<file path="src/rtl/field_pkg.sv">
// Shared defaults, FSM state type and cell index helper for the playfield merge engine.
package field_pkg;

  localparam int FIELD_W_DEF = 20;
  localparam int FIELD_H_DEF = 20;
  localparam int BLK_DEF     = 4;
  localparam int POS_W_DEF   = 5;

  typedef enum logic [1:0] {
    S_IDLE = 2'd0,
    S_SCAN = 2'd1,
    S_DONE = 2'd2
  } state_t;

  // Row-major playfield index. The field width defaults to the package value.
  function automatic int cell_idx(input int x, input int y, input int fw = FIELD_W_DEF);
    return y * fw + x;
  endfunction

endpackage

</file>
<file path="src/rtl/field_cell_addr.sv">
// Maps one block cell (pos + b_x/b_y) onto a playfield index and an in-bounds flag.
module field_cell_addr
  import field_pkg::*;
#(
  parameter int FIELD_W = FIELD_W_DEF,
  parameter int FIELD_H = FIELD_H_DEF,
  parameter int BLK     = BLK_DEF,
  parameter int POS_W   = POS_W_DEF,
  parameter int BW      = (BLK > 1) ? $clog2(BLK) : 1,
  parameter int IDX_W   = $clog2(FIELD_W * FIELD_H)
) (
  input  logic [POS_W-1:0] pos_x,
  input  logic [POS_W-1:0] pos_y,
  input  logic [BW-1:0]    b_x,
  input  logic [BW-1:0]    b_y,
  output logic [IDX_W-1:0] idx,
  output logic             in_bounds
);

  // One extra bit so that pos + offset can never wrap back into the field.
  logic [POS_W:0] x;
  logic [POS_W:0] y;

  assign x = {1'b0, pos_x} + (POS_W+1)'(b_x);
  assign y = {1'b0, pos_y} + (POS_W+1)'(b_y);

  assign in_bounds = (int'(x) < FIELD_W) && (int'(y) < FIELD_H);
  assign idx       = IDX_W'(cell_idx(int'(x), int'(y), FIELD_W));

endmodule

</file>
<file path="src/rtl/field_merge_seq.sv">
// Overlays a BLK x BLK block onto the playfield one cell per clock, flagging
// collisions and out-of-bounds cells; lock mode rejects a commit with any flag set.
module field_merge_seq
  import field_pkg::*;
#(
  parameter int FIELD_W = FIELD_W_DEF,
  parameter int FIELD_H = FIELD_H_DEF,
  parameter int BLK     = BLK_DEF,
  parameter int POS_W   = POS_W_DEF
) (
  input  logic                       clk,
  input  logic                       rst_n,
  input  logic                       start,
  input  logic                       mode,
  input  logic [POS_W-1:0]           pos_x,
  input  logic [POS_W-1:0]           pos_y,
  input  logic [BLK*BLK-1:0]         block_matrix,
  input  logic [FIELD_W*FIELD_H-1:0] field_background,
  output logic                       busy,
  output logic                       done,
  output logic                       collision,
  output logic                       out_of_bounds,
  output logic [FIELD_W*FIELD_H-1:0] field_display
);

  localparam int FN    = FIELD_W * FIELD_H;
  localparam int IDX_W = $clog2(FN);
  localparam int NC    = BLK * BLK;
  localparam int CW    = (NC > 1) ? $clog2(NC) : 1;
  localparam int BW    = (BLK > 1) ? $clog2(BLK) : 1;

  state_t             state;
  logic [CW-1:0]      c;
  logic               mode_q;
  logic [POS_W-1:0]   px_q;
  logic [POS_W-1:0]   py_q;
  logic [NC-1:0]      blk_q;
  logic [FN-1:0]      bg_q;
  logic [FN-1:0]      work;

  logic [BW-1:0]      b_x;
  logic [BW-1:0]      b_y;
  logic [IDX_W-1:0]   idx;
  logic               in_bounds;

  assign b_x = BW'(int'(c) % BLK);
  assign b_y = BW'(int'(c) / BLK);

  field_cell_addr #(
    .FIELD_W (FIELD_W),
    .FIELD_H (FIELD_H),
    .BLK     (BLK),
    .POS_W   (POS_W)
  ) u_addr (
    .pos_x     (px_q),
    .pos_y     (py_q),
    .b_x       (b_x),
    .b_y       (b_y),
    .idx       (idx),
    .in_bounds (in_bounds)
  );

  always_ff @(posedge clk or negedge rst_n) begin
    if (!rst_n) begin
      state         <= S_IDLE;
      c             <= '0;
      mode_q        <= 1'b0;
      px_q          <= '0;
      py_q          <= '0;
      blk_q         <= '0;
      bg_q          <= '0;
      work          <= '0;
      busy          <= 1'b0;
      done          <= 1'b0;
      collision     <= 1'b0;
      out_of_bounds <= 1'b0;
      field_display <= '0;
    end else begin
      done <= 1'b0;
      case (state)
        S_IDLE: begin
          // busy drops one cycle after done unless the next merge starts straight away
          busy <= start;
          if (start) begin
            mode_q        <= mode;
            px_q          <= pos_x;
            py_q          <= pos_y;
            blk_q         <= block_matrix;
            bg_q          <= field_background;
            work          <= field_background;
            collision     <= 1'b0;
            out_of_bounds <= 1'b0;
            c             <= '0;
            state         <= S_SCAN;
          end
        end
        S_SCAN: begin
          if (blk_q[c]) begin
            if (!in_bounds) begin
              out_of_bounds <= 1'b1;
            end else begin
              if (bg_q[idx]) collision <= 1'b1;
              work[idx] <= 1'b1;
            end
          end
          if (c == CW'(NC - 1)) state <= S_DONE;
          else                  c     <= c + CW'(1);
        end
        S_DONE: begin
          // A rejected lock shows the untouched background
          field_display <= (mode_q && (collision || out_of_bounds)) ? bg_q : work;
          done          <= 1'b1;
          state         <= S_IDLE;
        end
        default: state <= S_IDLE;
      endcase
    end
  end

endmodule

</file>
<file path="config.mk">
export PLATFORM = sky130hd
export DESIGN_NAME = field_merge_seq
export DESIGN_NICKNAME = d
export VERILOG_FILES = /design/src/rtl/field_pkg.sv /design/src/rtl/field_cell_addr.sv /design/src/rtl/field_merge_seq.sv
export SDC_FILE = /design/constraint.sdc
export NUM_CORES = 2
export LEC_CHECK = 0
export ABC_AREA = 1
export CORE_ASPECT_RATIO = 1.5
export CORE_MARGIN = 1
export CORE_UTILIZATION = 35
export DETAILED_ROUTE_END_ITERATION = 7
export PLACE_DENSITY = 0.57
export SYNTH_ARGS = -nofsm -noshare
export SYNTH_HDL_FRONTEND = slang
export SYNTH_SLANG_ARGS = --single-unit
export TNS_END_PERCENT = 5
</file>
<file path="constraint.sdc">
create_clock -name clk -period 9.6 [get_ports clk]
set_input_delay 1.44 -clock clk [delete_from_list [all_inputs] [get_ports clk]]
set_output_delay 1.44 -clock clk [all_outputs]
set_load 0.02 [all_outputs]
</file>
==> metrics.yaml <==
port_buffers: 833
area.growth.synth_to_final_pct: 23.7
maximum_number_of_pins_on_one_net_before_global_route_repair: 221
timing.rr.start: "c[0]"
tritoncts.num_buffers: 133
mappedNetlistNets: 8520
drive_gt1_frac: 0.0434
chipWidth_um: 342
clock_skew_ns: 0.0311
crit_type: "flop to flop"
worstPathArrival_ns: 6.24
floorplan.die_area_um2: 176000
timing.hold.worst.class: "flop to flop"
worst_slew_margin: 0.163
worstSetupStartpointType: "flop"
core.rowCount: 187
initial_antenna_violation_count: 35
post_synth_num_cell_types: 44
boundaryPins: 834
via_per_inst: 5.44
yosys_most_used_dff: "sky130_fd_sc_hd__dfrtp_1"
post_synth_adder_cell_area: 0.00461
post_cts_setup_buffers: 0
layout.nets: 9004
dp.cells: 10700
grtUsageTotal: 0.299
vias_in_the_first_global_route: 56000
tritoncts: "built"
ctsHtreeMaxLevel: 4
cts_hold_buf: 0
violations: "design-rule violations"
die_h_um: 513
grt_first_pass_wirelength_um: 388000
hpwl_um: 165000
cell_chosen_for_the_clock_root: "sky130_fd_sc_hd__clkbuf_16"
gp_congestion: 0.858
status: "complete, but fails checks"
final_min_period_over_clock_period: 0.584
dr.first_iter.drc_count: 5801
pre_cts_ws_ns: 4.08
dr_total_vias: 59500
globalRouteOverflowTotal: 0
slowest_stage: "sky130_fd_sc_hd__fa_4"
initial_utilization: 0.352
crit_path_start: "c[0]"
layout.cells.non_filler: 10900
path_clk_slew_ns: 0.06
post_syn_area_um2: 60800
area_fraction_in_compound_gates_after_synthesis: 0.128
drc_violations_left: 202
core_region_area_um2: 173000
max_freq_mhz: 178
layout_common_cells: "3023 x sky130_fd_sc_hd__nand2_1, 1237 x sky130_fd_sc_hd__dfrtp_1, 832 x sky130_fd_sc_hd__clkdlybuf4s50_1, 631 x sky130_fd_sc_hd__o21ai_0, 598 x sky130_fd_sc_hd__nand3_1"
crit_path_frequent_cell: "sky130_fd_sc_hd__nand2_1"
setup_violations: 0
filler_cells_inserted: 17400
post_synth.cell_area_avg_um2: 7.54
synth-edff-count: 0
post_synth_xor_area_fraction: 0.00200
hold_viol: 0
cts_buffer_depth: 3
postRouteAntennaNets: 0
timing.final.max_slew_violations: 0
ys_seq_area_frac: 0.509
crit_path_max_incr_delay_ns: 1.47
max_cap_violations: 0
synthCells: 8070
timing.hold.worst.start: "blk_q[3]"
routed_wirelength_um: 268000
path_delay_family: "adder cells"
cp_cell_sequence: "ha_4, fa_4, inv_4, nand2_1, inv_2, a22oi_1, nand2_1, nand2_1, nand2_1, o21bai_1, nand3_1, nand3_1, nand2_1, o21ai_1, a21oi_1"
cts.sink_count: 1237
clock_insertion_delay_worst_skew_ns: 0.80
worstSetupEndpointType: "flop"
drt_first_pass_iters: 8
leading_cell_type_in_the_layout_fill_and_taps_excluded: "sky130_fd_sc_hd__nand2_1"
setup_total_negative_slack_ns: 0
fin_crit_period_ns: 5.61
worst-endpoint-required_ns: 10.23
cts_repair_resize_count: 0
yosys_warnings: 0
unrepaired_setup_endpoints_after_global_routing: "false"
ys_ff_latch: 1237
muxShareOfSynthArea: 0
post_drt_wl_per_cell_um: 24.5
synth_top_family_by_area: "simple AND/OR/NAND/NOR gates"
worst-slew-pin-transition_ns: 1.26
final.setup.worst_slack_ns: 3.99
post_synthesis_share_of_cell_area_spent_on_and_or_nand_and_nor_gates: 0.283
timing.critical_path.fanout_max: 42
synth_async_sr_flop_share: 1.00
worstPathBufferInverterCount: 2
## registers in the layout, summed over array words and instances (netlist names)
register / flops
py_q: 5
blk_q: 16
out_of_bounds: 1
px_q: 5
bg_q: 400
collision: 1
mode_q: 1
c: 4
done: 1
work: 400
state: 2
field_display: 400
busy: 1
## cell families (layout without fill, tap and decap cells)
logic type,count (synthesis),in the layout
compound gates,1369,1369
xor+xnor,10,10
fa+ha+maj,20,20
buf+inv,1133,1717
simple gates,4301,4301
flops,1237,1237
other cells,0,12
## through the flow
step                       util  hold slack, ns  instance area, um^2
after floorplan               -           0.444                60800
after global placement    0.409           0.472                70700
after detailed placement  0.409           0.469                70700
after CTS                 0.435           0.492                75200
after global routing      0.435           0.515                75200
final                     0.435           0.490                75200
## per-layer routing
layer  share of wire  up-vias  wire (um)  GRT usage
met3           0.098      505      26100     0.0647
met5         0.00085        -        228          0
met1            0.42    29000     112000      0.413
li1                -    26800          -          -
met4           0.042       34      11400      0.126
met2            0.44     3079     118000      0.450
## worst reg2reg max path: stages (launching register included)
cell                       delay [ns]
sky130_fd_sc_hd__dfrtp_1         0.52
sky130_fd_sc_hd__ha_4            0.24
sky130_fd_sc_hd__fa_4            1.47
sky130_fd_sc_hd__inv_4           0.50
sky130_fd_sc_hd__nand2_1         0.61
sky130_fd_sc_hd__inv_2           0.51
sky130_fd_sc_hd__a22oi_1         0.32
sky130_fd_sc_hd__nand2_1         0.08
sky130_fd_sc_hd__nand2_1         0.07
sky130_fd_sc_hd__nand2_1         0.07
sky130_fd_sc_hd__o21bai_1        0.32
sky130_fd_sc_hd__nand3_1         0.23
sky130_fd_sc_hd__nand3_1         0.23
sky130_fd_sc_hd__nand2_1         0.08
sky130_fd_sc_hd__o21ai_1         0.11
sky130_fd_sc_hd__a21oi_1         0.09
## synthesized netlist by cell type, types with 2 or more instances
cell type                  count  area share
sky130_fd_sc_hd__nand2_1    3026        0.19
sky130_fd_sc_hd__clkbuf_1    417       0.026
sky130_fd_sc_hd__nor2_2        8     0.00082
sky130_fd_sc_hd__a21boi_0    112       0.014
sky130_fd_sc_hd__clkinv_1      4     0.00025
sky130_fd_sc_hd__a22oi_1      16      0.0020
sky130_fd_sc_hd__nor2_1      614       0.038
sky130_fd_sc_hd__fa_1          4      0.0013
sky130_fd_sc_hd__xnor2_1       2     0.00029
sky130_fd_sc_hd__nor3_4        2     0.00053
sky130_fd_sc_hd__buf_4        14      0.0017
sky130_fd_sc_hd__inv_1       555       0.034
sky130_fd_sc_hd__nand3_1     598       0.049
sky130_fd_sc_hd__o21a_1        2     0.00025
sky130_fd_sc_hd__nand2_2       3     0.00031
sky130_fd_sc_hd__buf_6         4     0.00074
sky130_fd_sc_hd__nor2_8        4      0.0013
sky130_fd_sc_hd__a21oi_1      12     0.00099
sky130_fd_sc_hd__o21ai_1     148       0.012
sky130_fd_sc_hd__xor2_1        5     0.00072
sky130_fd_sc_hd__buf_2        95      0.0078
sky130_fd_sc_hd__nand2_4       5     0.00093
sky130_fd_sc_hd__ha_1         16      0.0033
sky130_fd_sc_hd__nor2_4       14      0.0026
sky130_fd_sc_hd__xor2_2        2     0.00053
sky130_fd_sc_hd__o221ai_1      2     0.00029
sky130_fd_sc_hd__o22ai_1       8     0.00082
sky130_fd_sc_hd__o211ai_1     34      0.0042
sky130_fd_sc_hd__o21ai_0     631       0.052
sky130_fd_sc_hd__nand4_1      22      0.0023
sky130_fd_sc_hd__buf_1        36      0.0022
sky130_fd_sc_hd__inv_2         8     0.00049
sky130_fd_sc_hd__a31oi_1     400       0.041
sky130_fd_sc_hd__dfrtp_1    1237        0.51
## layout make-up
class | instances | area, um^2 | share of cell area
Tap cell | 2268 | 2840 | 0.0377
Antenna cell | 12 | 30.0 | 0.000399
Inverter | 567 | 2160 | 0.0287
Clock buffer | 204 | 4140 | 0.0550
Timing Repair Buffer | 915 | 9150 | 0.122
Clock inverter | 31 | 342 | 0.00454
Sequential cell | 1237 | 31000 | 0.411
Multi-Input combinational cell | 5700 | 25600 | 0.341
## path summary, 6_finish.rpt
kind / end / slack [ns] / cells after the start
max in group asynchronous: work[212] / 6.66 / 3
worst max register to register: collision / 3.99 / 15
worst min register to register: blk_q[3] / 0.49 / 2
worst min-delay path: blk_q[3] / 0.49 / 2
worst max-delay path: collision / 3.99 / 15
min in group asynchronous: field_display[33] / 0.56 / 1
Power is not shown: default switching activity piles up to over one toggle a cycle in this logic, so the estimate is an artifact.
